<file path="src/rtl/relation_pair_gen_pkg.sv">
// Shared definitions for the relation pair generator: relation codes,
// FSM state encoding and the excess distance.
package relation_pair_gen_pkg;

   localparam logic [2:0] REL_GRAY    = 3'd0;
   localparam logic [2:0] REL_EXCESS3 = 3'd1;
   localparam logic [2:0] REL_MORE    = 3'd2;
   localparam logic [2:0] REL_LESS    = 3'd3;
   localparam logic [2:0] REL_NONE    = 3'd4;

   localparam int unsigned EXCESS_DIST = 3;

   typedef enum logic [1:0] {
      IDLE = 2'd0,
      SCAN = 2'd1,
      HOLD = 2'd2,
      DONE = 2'd3
   } state_t;

   // Codes above REL_NONE have no relation attached
   function automatic logic rel_legal(input logic [2:0] r);
      return r <= REL_NONE;
   endfunction

endpackage

</file>
<file path="src/rtl/pair_relation_eval.sv">
// Combinational evaluation of the five operand relations for one (a,b) pair.
module pair_relation_eval
   import relation_pair_gen_pkg::*;
#(
   parameter int unsigned W = 3
) (
   input  logic [W-1:0] a,
   input  logic [W-1:0] b,
   output logic         is_gray,
   output logic         is_excess3,
   output logic         is_more,
   output logic         is_less,
   output logic         is_none
);

   logic [W-1:0] x;
   logic [W-1:0] diff;

   // Relation flags; the distance is taken in the direction that cannot wrap
   always_comb begin
      x          = a ^ b;
      is_gray    = (x != '0) && ((x & (x - 1'b1)) == '0);
      is_more    = a > b;
      is_less    = a < b;
      diff       = is_more ? (a - b) : (b - a);
      is_excess3 = diff == W'(EXCESS_DIST);
      is_none    = !(is_gray || is_excess3 || is_more || is_less);
   end

endmodule

</file>
<file path="src/rtl/relation_pair_gen.sv">
// Enumerates every (A,B) operand pair satisfying a requested relation and
// streams them out over valid/ready, then pulses done with the match count.
module relation_pair_gen
   import relation_pair_gen_pkg::*;
#(
   parameter int unsigned W = 3
) (
   input  logic           clk,
   input  logic           rst_n,
   input  logic           start,
   input  logic [2:0]     rel_sel,
   output logic [W-1:0]   a_out,
   output logic [W-1:0]   b_out,
   output logic           out_valid,
   input  logic           out_ready,
   output logic           busy,
   output logic           done,
   output logic           err,
   output logic [2*W:0]   match_cnt
);

   state_t         state;
   logic [2:0]     rel_q;
   logic [2*W-1:0] idx;
   logic [W-1:0]   cand_a;
   logic [W-1:0]   cand_b;
   logic           last;
   logic           match;
   logic           f_gray, f_excess3, f_more, f_less, f_none;

   // A is the major field of the scan index, B the minor
   assign cand_a = idx[2*W-1:W];
   assign cand_b = idx[W-1:0];
   assign last   = &idx;

   pair_relation_eval #(
      .W (W)
   ) u_eval (
      .a          (cand_a),
      .b          (cand_b),
      .is_gray    (f_gray),
      .is_excess3 (f_excess3),
      .is_more    (f_more),
      .is_less    (f_less),
      .is_none    (f_none)
   );

   // Select the flag for the latched relation
   always_comb begin
      match = 1'b0;
      case (rel_q)
         REL_GRAY:    match = f_gray;
         REL_EXCESS3: match = f_excess3;
         REL_MORE:    match = f_more;
         REL_LESS:    match = f_less;
         REL_NONE:    match = f_none;
         default:     match = 1'b0;
      endcase
   end

   // Scan FSM with registered outputs; done/busy change on entry to DONE
   always_ff @(posedge clk or negedge rst_n) begin
      if (!rst_n) begin
         state     <= IDLE;
         rel_q     <= '0;
         idx       <= '0;
         a_out     <= '0;
         b_out     <= '0;
         out_valid <= 1'b0;
         busy      <= 1'b0;
         done      <= 1'b0;
         err       <= 1'b0;
         match_cnt <= '0;
      end else begin
         case (state)
            IDLE: begin
               done <= 1'b0;
               err  <= 1'b0;
               if (start) begin
                  rel_q     <= rel_sel;
                  match_cnt <= '0;
                  idx       <= '0;
                  if (rel_legal(rel_sel)) begin
                     busy  <= 1'b1;
                     state <= SCAN;
                  end else begin
                     busy  <= 1'b0;
                     done  <= 1'b1;
                     err   <= 1'b1;
                     state <= DONE;
                  end
               end
            end
            SCAN: begin
               if (match) begin
                  a_out     <= cand_a;
                  b_out     <= cand_b;
                  out_valid <= 1'b1;
                  state     <= HOLD;
               end else if (last) begin
                  busy  <= 1'b0;
                  done  <= 1'b1;
                  state <= DONE;
               end else begin
                  idx <= idx + 1'b1;
               end
            end
            HOLD: begin
               if (out_ready) begin
                  out_valid <= 1'b0;
                  match_cnt <= match_cnt + 1'b1;
                  if (last) begin
                     busy  <= 1'b0;
                     done  <= 1'b1;
                     state <= DONE;
                  end else begin
                     idx   <= idx + 1'b1;
                     state <= SCAN;
                  end
               end
            end
            DONE: begin
               done  <= 1'b0;
               err   <= 1'b0;
               state <= IDLE;
            end
            default: state <= IDLE;
         endcase
      end
   end

endmodule
</file>
<file path="config.mk">
export PLATFORM = sky130hd
export DESIGN_NAME = relation_pair_gen
export DESIGN_NICKNAME = d
export VERILOG_FILES = /design/src/rtl/relation_pair_gen_pkg.sv /design/src/rtl/pair_relation_eval.sv /design/src/rtl/relation_pair_gen.sv
export SDC_FILE = /design/constraint.sdc
export NUM_CORES = 1
export LEC_CHECK = 0
export ABC_AREA = 0
export BUFFER_PORTS_ARGS = -buffer_cell sky130_fd_sc_hd__buf_2
export CORE_MARGIN = 8
export CORE_UTILIZATION = 40
export DETAILED_ROUTE_END_ITERATION = 8
export SYNTH_ARGS = -nofsm -noshare
export SYNTH_HDL_FRONTEND = slang
export SYNTH_SLANG_ARGS = --single-unit
</file>
<file path="constraint.sdc">
create_clock -name clk -period 6.1 [get_ports clk]
set_clock_uncertainty 0.2 [all_clocks]
set_input_delay 1.83 -clock clk [delete_from_list [all_inputs] [get_ports clk]]
set_output_delay 1.83 -clock clk [all_outputs]
set_load 0.02 [all_outputs]
</file>
==> out/metrics.yaml <==
placed_design:
  dpl.hpwl_um: 3020
  place_inst: 244
  io_buffers: 23
  globalplace.congestion: 0.911
  placed_area_um2: 1860
clock_tree:
  cts_tree: "yes"
  cts_resized: 0
  postCtsSetupRepairBufs: 0
  cts_made_buffers: 3
  clk_latency_ns: 0.28
  htreeDepth: 1
  clock_sinks: 28
  cts-root-buf: "clkbuf_8"
  holdBufCountCts: 0
  path_clk_slew_ns: 0.10
  clock_path_buffers: 2
worst_setup_path:
  cp-end-kind: "flip-flop"
  path_class: "primary input to flip-flop"
  crit_fanout: 5
  reg2reg_slack_ns: 3.17
  slowest_stage: "or3_1"
  crit_chain: "buf_2 > nor2b_1 > nor2_2 > o21a_1 > nand4_1 > or3_1 > a21oi_1"
  endpoint: "match_cnt[6]"
  crit_start: "start"
  r2r-end: "state[1]"
  critPathLaunchType: "primary input"
  r2r-start: "idx[3]"
  crit_arrival_ns: 3.12
  cp_slowest_stage_delay_ns: 0.38
  cp.required_ns: 6.11
  reg2reg_depth: 10
cells_and_area:
  nNetsFinal: 218
  multi_input_area_um2: 926
  syn2layout_area_growth_pct: 11.9
  seq_area_um2: 701
  drive_gt1_share_pct: 20.7
  antenna_cells: 0
  final_common_cell: "dfrtp_1"
  final_cell_mix: "dfrtp_1, buf_2, o21ai_0, inv_1, nand2_1"
  finalNonFillerCells: 248
  design_area_um2: 1910
  nFillCells: 372
drt:
  routed_wl_um: 3970
  wl_per_cell_um: 16.0
  vias: 1406
  first_pass_iters: 4
  vias_per_cell: 5.67
  ant_nets: 0
  first_iter_violations: 100
  drc: 0
grt:
  grt_pass1_wl_um: 6420
  antenna_found_initial: 0
  grt-ovfl-total: 0
  grt_pass1_vias: 1391
  grtUsageTotal_pct: 12.1
  grt_max_degree: 29
timing:
  fin_crit_ns: 3.10
  max_freq_mhz: 322
  setup_viol: 0
  finalSetupTns_ns: 0
  timing.final.hold_violations: 0
  final_max_slew_viol_count: 0
  post-route-period-util_pct: 50.8
  rsz0062_at_grt: "false"
  max_slew_margin_pct: 57.6
  worst_slew_pin_slew_ns: 0.636
run:
  drv_cap: 0
synth:
  synth_top_area_share_pct: 41.0
  synthFlopType: "dfrtp_1"
  ys.warnings.count: 0
  synthArstFlopShare_pct: 100
  netlist_instances: 176
  ys_ff_latch: 28
  syn_area_per_cell_um2: 9.70
  synth_edf_count: 0
  netlist_top_cells_area: "dfrtp_1, ha_1, o21ai_0"
  synth.distinct_cells: 51
  synthesis.nets: 195
  synth_top_area_cell: "dfrtp_1"
  synth_area_um2: 1710
  synth_seq_area_share_pct: 41.0
pwr:
  vdd_drop_max_v: 0.000313
  pwr_density_cell_nw_per_um2: 513
  p_leak_nw: 0.896
floorplanning:
  core-area_um2: 4060
  die_x_um: 81.3
  die_y_um: 81.3
  pin_count: 24
  dieArea_um2: 6620
  rows: 23
  initial_utilization_pct: 42.1
status:
  status: "finished, final reports clean"
hold_path:
  hp-class: "flip-flop to flip-flop"
==> stage by stage <==
stage	hold slack, ns	utilization [%]	power, mW	setup WS [ns]
floorplan	0.317	-	0.723	2.94
global placement	0.283	45.8	0.847	2.78
detailed placement	0.289	45.8	0.865	2.72
CTS	0.312	47.1	0.982	3.01
global route	0.344	47.1	1.06	2.91
finish	0.313	47.1	0.981	3.00
==> critical path, delay by kind of cell <==
kind                   cells  cell delay [ns]
and+or+nand+nor            4             0.79
AOI/OAI and AO/OA          2             0.37
buffers and inverters      1             0.12
==> area by class of cell <==
class | instances | area share [%]
multi-input cells | 129 | 48.4
flip-flops and latches | 28 | 36.6
repair buffers | 23 | 6.02
well taps | 50 | 3.27
clock buffers | 4 | 2.88
inverters | 14 | 2.75
==> where the power goes <==
group / total [mW] / switching [mW] / internal, mW
Sequential: 0.300 / 0.0547 / 0.245
Combinational: 0.561 / 0.349 / 0.212
Clock: 0.121 / 0.0627 / 0.0580
==> metal layers <==
metal,global-route usage (%),part of all wire [%]
met1,16.0,46
met2,20.0,50
met3,1.77,3.1
met4,3.21,1.0
met5,0,0
==> logic make-up (layout without fill, tap and decap cells) <==
family	Yosys count	in the layout	share of synthesized area, %
AO/OA/AOI/OAI	59	59	22.9
adder cells (fa/ha/maj)	12	12	9.67
AND/OR/NAND/NOR	46	46	14.6
XOR/XNOR	5	5	2.56
multiplexers	7	7	4.54
buffers and inverters	19	41	4.76
flip-flops	28	28	41.0
==> state kept, by name, summed over array words and instances, names as in the netlist <==
| name | count |
|---|---|
| a_out | 3 |
| b_out | 3 |
| busy | 1 |
| done | 1 |
| err | 1 |
| idx | 6 |
| match_cnt | 7 |
| out_valid | 1 |
| rel_q | 3 |
| state | 2 |
==> worst min path at each step <==
stage,cells past startpoint,startpoint,end
2_1_floorplan,1,rel_q[1],rel_q[1]
3_3_place_gp,1,err,err
3_5_place_dp,1,a_out[2],a_out[2]
4_1_cts,1,a_out[2],a_out[2]
5_1_grt,1,a_out[2],a_out[2]
6_report,1,a_out[2],a_out[2]
==> cell usage after synthesis (2+ instances only) <==
library cell / count
nand4_1: 2
a21oi_1: 10
nor2b_1: 3
a221oi_1: 2
fa_1: 2
a211o_1: 2
and3_1: 2
nand4b_1: 2
ha_1: 10
o21a_1: 2
a22oi_1: 3
o22ai_1: 2
nand2_1: 13
dfrtp_1: 28
inv_1: 13
mux2_2: 6
o211ai_1: 5
a2111oi_0: 2
or3_1: 3
nand3_1: 5
o21ai_0: 20
xor2_1: 4
nor2_1: 7
No activity file was read; power rests on OpenSTA's default activity.
